<file path="src/rtl/branch_predictor.sv">
// -----------------------------------------------------------------------------
// branch_predictor
//
// Dynamic branch predictor and redirect controller for the 5-stage RISC-V
// pipeline. This block is the only source of pc_src, the redirect target and
// the IF/ID and ID/EX flushes. Conditional branches are predicted in ID from a
// table of 2-bit saturating counters and resolved in EX. Mispredictions and
// jumps are redirected from EX. After reset the counter table is initialised
// by a sweep that writes one entry per cycle.
//
// Build option:
//   BP_GSHARE_EN  - when defined, a BHT_IDX-bit global history register is
//                   XORed into the ID lookup index (gshare). When undefined,
//                   indexing uses the PC only.
//
// Ports:
//   clk, rst          - rising-edge clock, asynchronous active-high reset
//   id_valid          - ID holds a real instruction
//   id_stall          - ID is held this cycle
//   id_branch         - ID instruction is a conditional branch
//   id_pc, id_target  - PC and decoded branch target of the ID instruction
//   id_pred_taken     - prediction for the ID instruction (carried to EX)
//   id_bht_idx        - table index used for the lookup (carried to EX)
//   ex_valid          - EX holds a real instruction
//   ex_branch/ex_jump - EX instruction is a conditional branch / a jump
//   ex_zero           - branch outcome; taken iff set
//   ex_pc, ex_target  - PC and computed target in EX
//   ex_pred_taken     - prediction carried from ID
//   ex_bht_idx        - table index carried from ID
//   pc_src            - replace the fetch PC with redirect_pc this cycle
//   redirect_pc       - next fetch PC when pc_src is set
//   flush_ifid        - squash IF/ID at the next edge
//   flush_idex        - squash ID/EX at the next edge
//   init_busy         - table sweep in progress
//   mispredict_count  - saturating count of conditional-branch redirects
// -----------------------------------------------------------------------------
module branch_predictor #(
   parameter int WORD_SIZE   = 32,
   parameter int BHT_ENTRIES = 64,
   parameter int BHT_IDX     = $clog2(BHT_ENTRIES)
) (
   input  logic                 clk,
   input  logic                 rst,
   input  logic                 id_valid,
   input  logic                 id_stall,
   input  logic                 id_branch,
   input  logic [WORD_SIZE-1:0] id_pc,
   input  logic [WORD_SIZE-1:0] id_target,
   output logic                 id_pred_taken,
   output logic [BHT_IDX-1:0]   id_bht_idx,
   input  logic                 ex_valid,
   input  logic                 ex_branch,
   input  logic                 ex_jump,
   input  logic                 ex_zero,
   input  logic [WORD_SIZE-1:0] ex_pc,
   input  logic [WORD_SIZE-1:0] ex_target,
   input  logic                 ex_pred_taken,
   input  logic [BHT_IDX-1:0]   ex_bht_idx,
   output logic                 pc_src,
   output logic [WORD_SIZE-1:0] redirect_pc,
   output logic                 flush_ifid,
   output logic                 flush_idex,
   output logic                 init_busy,
   output logic [31:0]          mispredict_count
);

   typedef enum logic {
      S_INIT = 1'b0,
      S_RUN  = 1'b1
   } state_e;

   state_e               state_q, state_d;
   logic [BHT_IDX-1:0]   init_ptr_q, init_ptr_d;
   logic [31:0]          mispredict_count_q, mispredict_count_d;

   // Counter table: 2-bit saturating counters, MSB is the prediction.
   logic [1:0]           bht_q [BHT_ENTRIES];

   logic                 bht_we;
   logic [BHT_IDX-1:0]   bht_waddr;
   logic [1:0]           bht_wdata;

   logic [BHT_IDX-1:0]   lookup_idx;
   logic                 pred_raw;
   logic                 ex_mispredict;
   logic                 ex_redirect;
   logic                 id_redirect;
   logic [WORD_SIZE-1:0] ex_redirect_pc;
   logic [1:0]           ctr_cur;
   logic [1:0]           ctr_next;
   logic                 ex_update;

   // Only the index bits of the ID PC take part in the lookup.
   logic                 unused_id_pc_bits;
   assign unused_id_pc_bits = ^{id_pc[WORD_SIZE-1:BHT_IDX+2], id_pc[1:0]};

   // -------------------------------------------------------------------------
   // Global history (gshare build only)
   // -------------------------------------------------------------------------
`ifdef BP_GSHARE_EN
   logic [BHT_IDX-1:0]   ghr_q, ghr_d;

   always_comb begin
      ghr_d = ghr_q;
      if (state_q == S_RUN && ex_update) begin
         ghr_d = {ghr_q[BHT_IDX-2:0], ex_zero};
      end
   end

   always_ff @(posedge clk or posedge rst) begin
      if (rst) begin
         ghr_q <= '0;
      end else begin
         ghr_q <= ghr_d;
      end
   end

   assign lookup_idx = id_pc[BHT_IDX+1:2] ^ ghr_q;
`else
   assign lookup_idx = id_pc[BHT_IDX+1:2];
`endif

   // -------------------------------------------------------------------------
   // Shared datapath terms
   // -------------------------------------------------------------------------
   assign ex_update     = ex_valid & ex_branch;
   assign ex_mispredict = ex_update & (ex_zero ^ ex_pred_taken);
   assign ex_redirect   = ex_valid & (ex_jump | ex_mispredict);
   assign pred_raw      = (state_q == S_RUN) & id_branch & bht_q[lookup_idx][1];
   assign id_redirect   = id_valid & ~id_stall & pred_raw;

   // A jump always goes to its target; a mispredicted branch goes to the
   // target if it turned out taken, otherwise to the fall-through.
   assign ex_redirect_pc = (ex_jump | ex_zero) ? ex_target
                                               : ex_pc + WORD_SIZE'(4);

   assign ctr_cur  = bht_q[ex_bht_idx];
   assign ctr_next = ex_zero ? ((ctr_cur == 2'b11) ? 2'b11 : ctr_cur + 2'b01)
                             : ((ctr_cur == 2'b00) ? 2'b00 : ctr_cur - 2'b01);

   // -------------------------------------------------------------------------
   // FSM: state register
   // -------------------------------------------------------------------------
   // NOTE: state registers use non-blocking assignments so every flop samples
   // the pre-edge value of its neighbours regardless of process order.
   always_ff @(posedge clk or posedge rst) begin
      if (rst) begin
         state_q            <= S_INIT;
         init_ptr_q         <= '0;
         mispredict_count_q <= '0;
      end else begin
         state_q            <= state_d;
         init_ptr_q         <= init_ptr_d;
         mispredict_count_q <= mispredict_count_d;
      end
   end

   // -------------------------------------------------------------------------
   // FSM: next-state logic
   // -------------------------------------------------------------------------
   // NOTE: every signal gets a default at the top of the block so no path
   // leaves it unassigned, which would otherwise infer a latch.
   always_comb begin
      state_d    = state_q;
      init_ptr_d = init_ptr_q;
      unique case (state_q)
         S_INIT: begin
            if (init_ptr_q == BHT_IDX'(BHT_ENTRIES - 1)) begin
               state_d    = S_RUN;
               init_ptr_d = '0;
            end else begin
               init_ptr_d = init_ptr_q + BHT_IDX'(1);
            end
         end
         S_RUN: begin
            state_d = S_RUN;
         end
         default: begin
            state_d = S_INIT;
         end
      endcase
   end

   // Mispredicts are counted in every state, sticking at all-ones.
   always_comb begin
      mispredict_count_d = mispredict_count_q;
      if (ex_mispredict && (mispredict_count_q != '1)) begin
         mispredict_count_d = mispredict_count_q + 32'd1;
      end
   end

   // -------------------------------------------------------------------------
   // FSM: output logic
   // -------------------------------------------------------------------------
   always_comb begin
      id_pred_taken    = 1'b0;
      id_bht_idx       = '0;
      pc_src           = 1'b0;
      redirect_pc      = '0;
      flush_ifid       = 1'b0;
      flush_idex       = 1'b0;
      init_busy        = 1'b0;
      mispredict_count = mispredict_count_q;
      bht_we           = 1'b0;
      bht_waddr        = '0;
      bht_wdata        = '0;

      if (!rst) begin
         id_pred_taken = pred_raw;
         id_bht_idx    = lookup_idx;

         // EX wins over ID: the ID instruction is squashed by the EX flush.
         if (ex_redirect) begin
            pc_src      = 1'b1;
            redirect_pc = ex_redirect_pc;
            flush_ifid  = 1'b1;
            flush_idex  = 1'b1;
         end else if (id_redirect) begin
            pc_src      = 1'b1;
            redirect_pc = id_target;
            flush_ifid  = 1'b1;
         end

         unique case (state_q)
            S_INIT: begin
               // Sweep writes weakly not-taken; EX updates are discarded.
               init_busy = 1'b1;
               bht_we    = 1'b1;
               bht_waddr = init_ptr_q;
               bht_wdata = 2'b01;
            end
            S_RUN: begin
               bht_we    = ex_update;
               bht_waddr = ex_bht_idx;
               bht_wdata = ctr_next;
            end
            default: begin
               init_busy = 1'b0;
            end
         endcase
      end
   end

   // -------------------------------------------------------------------------
   // Counter table storage
   // -------------------------------------------------------------------------
   // NOTE: the table has no reset; its contents are defined by the sweep that
   // follows every reset, which keeps it mappable to plain RAM.
   always_ff @(posedge clk) begin
      if (bht_we) begin
         bht_q[bht_waddr] <= bht_wdata;
      end
   end

endmodule

</file>
<file path="config.mk">
export PLATFORM = sky130hd
export DESIGN_NAME = branch_predictor
export DESIGN_NICKNAME = d
export VERILOG_FILES = /design/src/rtl/branch_predictor.sv
export SDC_FILE = /design/constraint.sdc
export NUM_CORES = 1
export LEC_CHECK = 0
export CAP_MARGIN = 30
export CORE_MARGIN = 1.5
export CORE_UTILIZATION = 55
export DETAILED_ROUTE_END_ITERATION = 12
export DONT_BUFFER_PORTS = 1
export PLACE_DENSITY = 0.73
export RECOVER_POWER = 50
export SLEW_MARGIN = 40
export SYNTH_ARGS = -nofsm -noshare
export SYNTH_HDL_FRONTEND = slang
export SYNTH_SLANG_ARGS = --single-unit
</file>
<file path="constraint.sdc">
create_clock -name clk -period 8.8 [get_ports clk]
set_clock_uncertainty 0.2 [all_clocks]
set_input_delay 1.32 -clock clk [delete_from_list [all_inputs] [get_ports clk]]
set_output_delay 1.32 -clock clk [all_outputs]
set_load 0.01 [all_outputs]
</file>
* After elaboration in Yosys (flattened, before gate mapping)
Memories as Yosys holds them, arrays and structs flattened. Index checks and enable logic that the tools add are counted.
Operators by class: muxes and demuxes 27, equality and inequality tests 3, bitwise gates (word level) 12, add/sub/neg operators 5, reduce and logical (&&, ||, !) cells 2
Operators with widths (number):
- 2-to-1 mux 32 bit | 4
- adder 32 x 1 -> 32 bit (second input constant) | 1
- adder 32 x 3 -> 32 bit (second input constant) | 1
- inequality test 32 bit (second input constant) | 1
- 2-to-1 mux 6 bit | 3
- 2-to-1 mux 1 bit | 12
- one-hot mux 6 bit (2 select lines) | 1
- 2-to-1 mux 2 bit | 4
- bitwise AND 1 bit | 7
- adder 6 x 1 -> 6 bit (second input constant) | 1
- equality test 6 bit (second input constant) | 1
- one-hot mux 1 bit (2 select lines) | 2
- one-hot mux 2 bit (2 select lines) | 1
- adder 2 x 1 -> 2 bit (second input constant) | 1
- equality test 2 bit (second input constant) | 1
- logical NOT 2 bit | 1
- NOT 1 bit | 2
- bitwise OR 1 bit | 2
- subtractor 2 x 1 -> 2 bit (second input constant) | 1
- logical AND 1 bit | 1
- XOR 1 bit | 1
Word-level totals: output and inout bits 75, logic and storage cells 53, memories 1, bits in registers 39, input port bits 144, bits in writable memories 128
Memory list:
- bht_q | depth 64, bits a word 2, rd ports 2, clocked after Yosys merged registers in 0, wr ports 1, RTL line 77 | logic [1:0] bht_q [BHT_ENTRIES];

* Longest topological paths before layout
Gate-level depths: netlist of run 1.
depth after elaboration 6, depth in mapped cells 10, mapped depth without buffers 7

* Least setup slack after synthesis of run 1
No wires, ideal clock.
path type input to register, start input ex_bht_idx[1], end memory bht_q[0][1], data pin, slack -0.997 ns, arrival 8.307 ns, cell stages on the path 10, data required time 7.311 ns, cell sequence buf_4 -> buf_4 -> buf_4 -> buf_4 -> mux2i_1 -> a22oi_1 -> nand4_1 -> nand4b_1 -> nand3_1 -> a2111oi_0
On the way: cells in the longest elaborated chain, start to end 6, elaborated cells on any way between the ends 10
Ends and longest elaborated chain:
- start, declared | RTL line 58 | input logic [BHT_IDX-1:0] ex_bht_idx,
- memory read (64 x 2 bit) *
- subtractor 2 x 1 -> 2 bit (tied with other cells) | RTL line 139 | : ((ctr_cur == 2'b00) ? 2'b00 : ctr_cur - 2'b01);
- 2-to-1 mux 2 bit (on tied branches) | RTL line 139, 138
- 2-to-1 mux 2 bit * | RTL line 138 | assign ctr_next = ex_zero ? ((ctr_cur == 2'b11) ? 2'b11 : ctr_cur + 2'b01)
- one-hot mux 2 bit (2 select lines) * | RTL line 224 | unique case (state_q)
- 2-to-1 mux 2 bit * | RTL line 208 | if (!rst) begin
- via bht_wdata[1] | RTL line 81 | logic [1:0] bht_wdata;
- end, declared | RTL line 77
The timed path passes the listed nets; every way through them passes the cells marked *.

* Final worst setup path of run 1
start input rst, end output redirect_pc[2]
On the way: cells in the longest elaborated chain, start to end 1
Ends and longest elaborated chain:
- start, declared | RTL line 43 | input logic rst,
- 2-to-1 mux 32 bit | RTL line 208
- end, declared | RTL line 60 | output logic [WORD_SIZE-1:0] redirect_pc,
No other way between the ends.

==> reports/metrics.cfg, run 1 <==
[status]
status = finished, final reports clean

[synthesis]
synth-seq-cells = 167
synthAdderAreaFrac = 0.00394
synth_xor_area_frac = 0.0561
synth-compound-area-share = 0.0948
ys.flop_type = edfxtp_1
synth_top_family_by_area = simple AND/OR/NAND/NOR gates
ys_warn_count = 0
synthCells = 818
synth_edf_count = 128
yosysSeqAreaShare = 0.507
syn-num-nets = 965
synth.mux.area_fraction = 0.146
synth_cell_types = 67
async_reset_ff_frac = 0.234
synth-simple-area-share = 0.161
synth_area_sq_mm = 0.00952
syn_area_per_cell_sq_um = 11.6

[global_route]
grt_pass1_vias = 6789
grt_pass1_wl_um = 39000
grt_max_degree = 49
antenna_found_initial = 0
overflow = 0
gr-usage-all-layers = 0.289

[routing]
firstDrtPassIters = 7
drc_errors = 0
detail_route.wl_per_cell_um = 25.4
drt_iter0_markers = 660
wirelength_um = 26100
vias = 7048
detail-route-antenna-nets = 0
via_per_inst = 6.84

[critical_path]
worst_setup_path_end_kind = output pin
crit_fanout = 45
required_ps = 7280
crit_type = in -> out
setup.worst_path.start_class = input pin
critPathArrivalTime_ps = 3960

[placement]
numPortBuffers = 0
place_area_sq_mm = 0.00964
place_congestion = 0.920
dp_hpwl_um = 19000

[clock_tree]
worstSkewPairLatency_ps = 430
cts_hold_buf = 0
numCtsBuffers = 17
clk_pin_slew_ps = 70
post_cts_buffers = 0
cts_resized = 0
cts.sinks = 167
clock_path_buffers = 2
cts_root_buf = clkbuf_16
htreeDepth = 4
cts_tree = built

[floorplan]
die_y_um = 135
rows = 47
initial_core_util = 0.568
die_x_um = 135
die_area_sq_mm = 0.0181
io_pins = 219
core_sq_mm = 0.0168

[sta]
hold_viol_final = 0
min_period_ps = 5480
fmax_ghz = 0.182
rsz0062_at_grt = no
report.final.slew_viol_count = 0
slew-limit-headroom = 0.127
setup_tns_ps = 0
timing.final.crit_share = 0.623
worst_slew_pin_slew_ps = 1310
setup_viol_count_final = 0

[cells_and_area]
fin_nets = 944
drive_gt1_frac = 0.105
layout_common_cells = 128 x edfxtp_1, 108 x nor2_1, 78 x nand2_1, 46 x a21oi_1, 39 x dfrtp_1
final_common_cell = edfxtp_1
antenna_cells = 0
stdcell_area_sq_mm = 0.0102
syn_to_final_growth_pct = 7.07

[power]
p_leak_uw = 0.00364
powerDensity_mw_per_mm2 = 167
peakVddDrop_mv = 0.116

[min_path]
min-delay-path-class = reg -> reg

[run]
maxCapViolations = 0

## worst max-delay path, stage by stage
cell	delay [ps]
inv_1	30
buf_4	480
nand3_1	210
a311o_1	410
a211oi_2	530
o21ai_4	320
o32ai_1	630
## layer usage
| layer | share of wire | up-vias | GRT usage |
|---|---|---|---|
| met3 | 0.11 | 61 | 0.0965 |
| met5 | 0 | - | 0 |
| li1 | - | 3083 | - |
| met1 | 0.35 | 3497 | 0.340 |
| met4 | 0.038 | 0 | 0.120 |
| met2 | 0.50 | 407 | 0.489 |
## flip-flops by register name (all words and copies together), names as in the netlist
register and cells:
init_ptr_q 6, mispredict_count 32, bht_q 128, state_q 1
## synth_stat cells (3+ instances only)
cell / count / area share
a211o_1: 3 / 0.0028
inv_1: 15 / 0.0059
and2_1: 5 / 0.0033
mux4_1: 16 / 0.044
xnor2_1: 24 / 0.022
nand2_1: 79 / 0.031
xor2_1: 37 / 0.034
nor2_1: 109 / 0.043
and3_1: 14 / 0.0092
buf_4: 5 / 0.0039
buf_1: 5 / 0.0020
edfxtp_1: 128 / 0.40
o311ai_0: 3 / 0.0028
clkbuf_1: 31 / 0.012
o211ai_1: 5 / 0.0039
a22oi_1: 5 / 0.0039
nor2b_1: 12 / 0.0079
mux2i_1: 20 / 0.021
a21oi_1: 46 / 0.024
or3_1: 3 / 0.0020
a211oi_1: 19 / 0.015
mux4_2: 33 / 0.078
a221oi_1: 6 / 0.0055
o21ai_0: 6 / 0.0032
nand4_1: 18 / 0.012
buf_2: 3 / 0.0016
nor3_1: 21 / 0.011
buf_6: 3 / 0.0036
or2_2: 4 / 0.0026
and4_1: 9 / 0.0083
ha_1: 3 / 0.0039
nor4_1: 9 / 0.0059
nand3_1: 34 / 0.018
o31ai_1: 3 / 0.0024
dfrtp_1: 39 / 0.10
## cells by family after synthesis
| kind of cell | after synthesis |
|---|---|
| AND/OR/NAND/NOR | 326 |
| multiplexers | 71 |
| AO/OA/AOI/OAI | 126 |
| XOR/XNOR | 61 |
| adder cells (fa/ha/maj) | 3 |
| buffers and inverters | 64 |
| flip-flops | 167 |
## stage by stage
stage	util	hold WS, ps	setup slack [ps]	total power, uW	std cells
final	0.608	320	3320	1700	1030
after global placement	0.574	313	3450	1020	997
after detailed placement	0.575	305	3380	1030	997
after floorplan	-	267	973	1010	818
after global routing	0.608	333	3170	1750	1030
after CTS	0.608	320	3370	1710	1029
## where the power goes
part	switching [uW]	internal, uW	leakage (uW)
Sequential	19.2	855	0.00174
Combinational	81.5	58.0	0.00163
Clock	300	389	0.000260
## cell type report
type	count	area (sq um)
repair buffers	8	53.8
multi-input cells	587	4430
well taps	220	275
flip-flops and latches	167	4820
clock buffers	17	425
clock inverters	15	126
fillers	1337	6570
inverters	16	60.1
## final timing paths
path	end	slack, ps	cells after the start	startpoint
min in group asynchronous	mispredict_count[3]	740	2	rst
setup / recovery	redirect_pc[2]	3320	7	rst
hold / removal	init_ptr_q[5]	320	1	init_ptr_q[5]
hold reg to reg	init_ptr_q[5]	320	1	init_ptr_q[5]
max in group asynchronous	mispredict_count[22]	7260	2	rst
setup reg to reg	bht_q[27][0]	5360	7	bht_q[48][0]
No activity file was read; power rests on OpenSTA's default activity.
==> run 2, diff against run 1 <==
- PLACE_DENSITY: 0.73 -> 0.7
- clock period: 8.8 -> 5.16 ns (I/O delays scaled with it)
==> reports/metrics.cfg, run 2 (synthesis results as in run 1) <==
[status]
status = finished, final reports clean

[floorplan]
rows = 47
die_y_um = 135
die_x_um = 135
initial_core_util = 0.568
die_area_sq_mm = 0.0181
io_pins = 219
core_sq_mm = 0.0168

[power]
p_leak_uw = 0.00365
peakVddDrop_mv = 0.223
swShare = 0.233
switchingPower_uw = 690
pwr-share-comb = 0.077
powerDensity_mw_per_mm2 = 290
seq_power_share = 0.502
pwr-share-clk = 0.421
p_int_uw = 2280

[min_path]
min-delay-path-class = in -> async

[global_route]
antenna_found_initial = 0
grt_pass1_vias = 6729
overflow = 0
gr-usage-all-layers = 0.266
grt_pass1_wl_um = 36400
grt_max_degree = 65

[cells_and_area]
final_common_cell = edfxtp_1
layout_common_cells = 128 x edfxtp_1, 108 x nor2_1, 78 x nand2_1, 46 x a21oi_1, 39 x dfrtp_1
drive_gt1_frac = 0.110
top_register = bht_q
nFillCells = 1334
antenna_cells = 0
final_core_util = 0.610
syn_to_final_growth_pct = 7.51
largest_reg_flops = 128
fin_nets = 942

[sta]
fin_hold_ws_ps = 270
report.final.slew_viol_count = 0
hold_viol_final = 0
slew-limit-headroom = 0.214
timing.final.crit_share = 0.815
min_period_ps = 4200
rsz0062_at_grt = no
fmax_ghz = 0.238
setup_tns_ps = 0
worst_slew_pin_slew_ps = 1170
setup_viol_count_final = 0

[clock_tree]
cts_hold_buf = 0
htreeDepth = 4
cts_resized = 0
worstSkewPairLatency_ps = 420
cts_root_buf = clkbuf_16
clk_pin_slew_ps = 70
cts.sinks = 167
cts_tree = built
post_cts_buffers = 0
clock_path_buffers = 2
numCtsBuffers = 17

[critical_path]
worst_setup_path_end_kind = output pin
crit_fanout = 26
critPathArrivalTime_ps = 3230
crit_type = reg -> out
r2r_cells = 7
setup.worst_path.start_class = register
required_ps = 4190

[routing]
via_per_inst = 6.63
firstDrtPassIters = 5
wirelength_um = 24000
drt_iter0_markers = 597
drc_errors = 0
detail_route.wl_per_cell_um = 23.3
vias = 6811
detail-route-antenna-nets = 0

[run]
maxCapViolations = 0

[placement]
dp_hpwl_um = 17200
numPortBuffers = 0
place_congestion = 0.880

## run 2: cell types whose count changed in the layout (fill, tap and decap cells not counted), sizes merged
cell      before  now
clkbuf        19   17
clkinv         8    4
bufinv         1    2
inv           19   20
clkinvlp       3    5
## run 2: power by group through the flow
stage	clock (uW)	sequential, uW	combinational [uW]
finish	1250	1490	228
global route	1310	1490	248
CTS	1270	1490	227
detailed placement	0	1520	226
global placement	0	1520	218
floorplan	0	1510	208
## run 2: area by class of cell
type                    instances  area [sq um]  area share
clock buffers                  17           425      0.0416
repair buffers                  6          45.0     0.00440
inverters                      16          60.1     0.00587
well taps                     220           275      0.0269
multi-input cells             587          4440       0.434
flip-flops and latches        167          4820       0.471
clock inverters                15           166      0.0163
## run 2: path summary, 6_finish.rpt
kind	slack, ps	startpoint	endpoint
worst max-delay path	960	bht_q[44][1]	flush_ifid
worst min-delay path	270	rst	init_ptr_q[0]
worst max register to register	1940	bht_q[55][0]	bht_q[22][0]
worst min register to register	360	mispredict_count[23]	mispredict_count[23]
max in group asynchronous	4100	rst	mispredict_count[20]
min in group clk	360	mispredict_count[23]	mispredict_count[23]
## run 2: metal layers
| metal | vias up | GRT usage | wire length, um |
|---|---|---|---|
| met2 | 350 | 0.439 | 11700 |
| met1 | 3332 | 0.344 | 9450 |
| met3 | 57 | 0.0571 | 2080 |
| met5 | - | 0 | 0 |
| li1 | 3072 | - | - |
| met4 | 0 | 0.115 | 806 |
## run 2: critical path, stage by stage, from the launching register on
cell and delay, ps:
edfxtp_1 410, mux4_1 530, mux4_2 510, o211a_4 280
o21ai_4 640, nand2_1 430
## run 2: per-stage QoR
stage,instances,setup WS [ps],instance area (sq um),power [uW]
after detailed placement,996,1030,9640,1740
after floorplan,818,525,9540,1720
after CTS,1028,993,10200,2980
after global routing,1028,851,10200,3060
final,1028,956,10200,2970
after global placement,996,1080,9630,1740
==> run 3, diff against run 2 <==
- PLACE_DENSITY: 0.7 -> 0.73
- clock period: 5.16 -> 3.4 ns (I/O delays scaled with it)
==> reports/metrics.cfg, run 3 (synthesis results as in run 1) <==
[clock_tree]
cts_tree = built
clk_pin_slew_ps = 70
clock_path_buffers = 2
worstSkewPairLatency_ps = 430
cts_root_buf = clkbuf_16
cts.sinks = 167
htreeDepth = 4
numCtsBuffers = 17

[global_route]
overflow = 0
gr-usage-all-layers = 0.292
grt_pass1_vias = 7154
grt_pass1_wl_um = 39500
antenna_found_initial = 1
grt_max_degree = 45

[min_path]
min-delay-path-class = in -> reg

[sta]
fin_ws_ps = -37.2
min_period_ps = 3440
setup_viol_count_final = 19
fmax_ghz = 0.291
slew-limit-headroom = -0.362
worst_slew_pin_slew_ps = 2040
rsz0062_at_grt = yes
report.final.slew_viol_count = 40
setup_tns_ps = -484
hold_viol_final = 0
timing.final.crit_share = 1.01

[power]
p_total_uw = 4570
p_leak_uw = 0.00382
swShare = 0.239
switchingPower_uw = 1090
seq_power_share = 0.495
pwr-share-clk = 0.421
pwr-share-comb = 0.084
powerDensity_mw_per_mm2 = 431
p_int_uw = 3480
peakVddDrop_mv = 0.379

[placement]
dp_hpwl_um = 18400
place_congestion = 0.926
place_area_sq_mm = 0.00989
numPortBuffers = 0

[cells_and_area]
stdcell_area_sq_mm = 0.0106
nFillCells = 1283
drive_gt1_frac = 0.167
top_register = bht_q
largest_reg_flops = 128
syn_to_final_growth_pct = 11.5
final_common_cell = edfxtp_1
fin_nets = 977
layout_common_cells = 128 x edfxtp_1, 107 x nor2_1, 79 x nand2_1, 39 x mux4_2, 39 x dfrtp_1

[routing]
vias = 7240
firstDrtPassIters = 8
drt_iter0_markers = 638
detail_route.wl_per_cell_um = 24.5
detail-route-antenna-nets = 0
via_per_inst = 6.80
drc_errors = 0
wirelength_um = 26000

[floorplan]
core_sq_mm = 0.0168
io_pins = 219
die_x_um = 135
initial_core_util = 0.568
die_y_um = 135
die_area_sq_mm = 0.0181
rows = 47

[critical_path]
setup.worst_path.start_class = register
worst_setup_path_end_kind = output pin
crit_type = reg -> out
critPathArrivalTime_ps = 2730
crit_fanout = 13
required_ps = 2690

[status]
violations = capacitance limit, slew limit, setup timing
status = finished, violations left

[run]
maxCapViolations = 1

run 3: cell count changes in the layout (fill, tap and decap cells not counted), moves of 6 or more:
| cell | delta |
|---|---|
| buf_4 | +23 |
| a21oi_1 | -11 |
| a21oi_2 | +11 |
| mux4_1 | -6 |
| mux4_2 | +6 |
run 3: worst max-delay path: stages (launching register included):
cell      delay [ps]
edfxtp_1         420
mux4_2           510
mux4_2           540
nor2_4           130
a211oi_4          80
o21ai_4          190
buf_12           170
a21oi_1           70
buf_4            180
run 3: per-stage QoR:
step | setup WS [ps] | hold WS (ps) | cells | util
final | -37.2 | 157 | 1064 | 0.633
after global routing | -125 | 125 | 1064 | 0.633
after CTS | -32.7 | 129 | 1060 | 0.632
after detailed placement | 122 | 344 | 1023 | 0.590
after global placement | 64.2 | 325 | 1022 | 0.589
after floorplan | -287 | 267 | 818 | -
run 3: area by class of cell:
class / instances / area (sq um) / share of cell area
clock inverter: 15 / 164 / 0.0155
clock buffer: 17 / 425 / 0.0401
sequential: 167 / 4820 / 0.454
tap: 220 / 275 / 0.0259
timing repair buffer: 41 / 363 / 0.0342
inverter: 16 / 61.3 / 0.00578
multi-input combinational: 587 / 4500 / 0.424
antenna: 1 / 2.50 / 0.000236
run 3: power groups by stage:
stage / clock network [uW] / registers [uW] / logic, uW
finish: 1930 / 2260 / 384
global route: 2040 / 2270 / 417
CTS: 1950 / 2260 / 382
detailed placement: 0 / 2310 / 368
global placement: 0 / 2300 / 356
floorplan: 0 / 2290 / 328
run 3: timing repair:
item | 4_1_cts | 5_1_grt
setup endpoints to repair | 30 | 28
hold buffers | 2 | 0
gates resized for setup | 22 | 6
cloned | 1 | 1
pin swaps | 5 | 6
endpoints found under the hold margin | 39 | 0
buffers inserted | 2 | 3
run 3: routing by layer:
metal  up-vias  track usage  share of wire
met5         -            0              0
met4         0        0.152          0.045
met3        78       0.0908          0.099
met2       446        0.486           0.50
met1      3564        0.341           0.35
li1       3152            -              -
run 3: worst paths after layout:
check	depth (start not counted)	slack, ps	startpoint	to
max	8	-40	bht_q[15][1]	redirect_pc[23]
min	1	160	rst	bht_q[41][1]
max reg2reg	9	280	bht_q[47][1]	bht_q[52][1]
min reg2reg	1	360	mispredict_count[14]	mispredict_count[14]
max in group asynchronous	4	480	rst	mispredict_count[20]
min in group asynchronous	4	1340	rst	init_ptr_q[2]
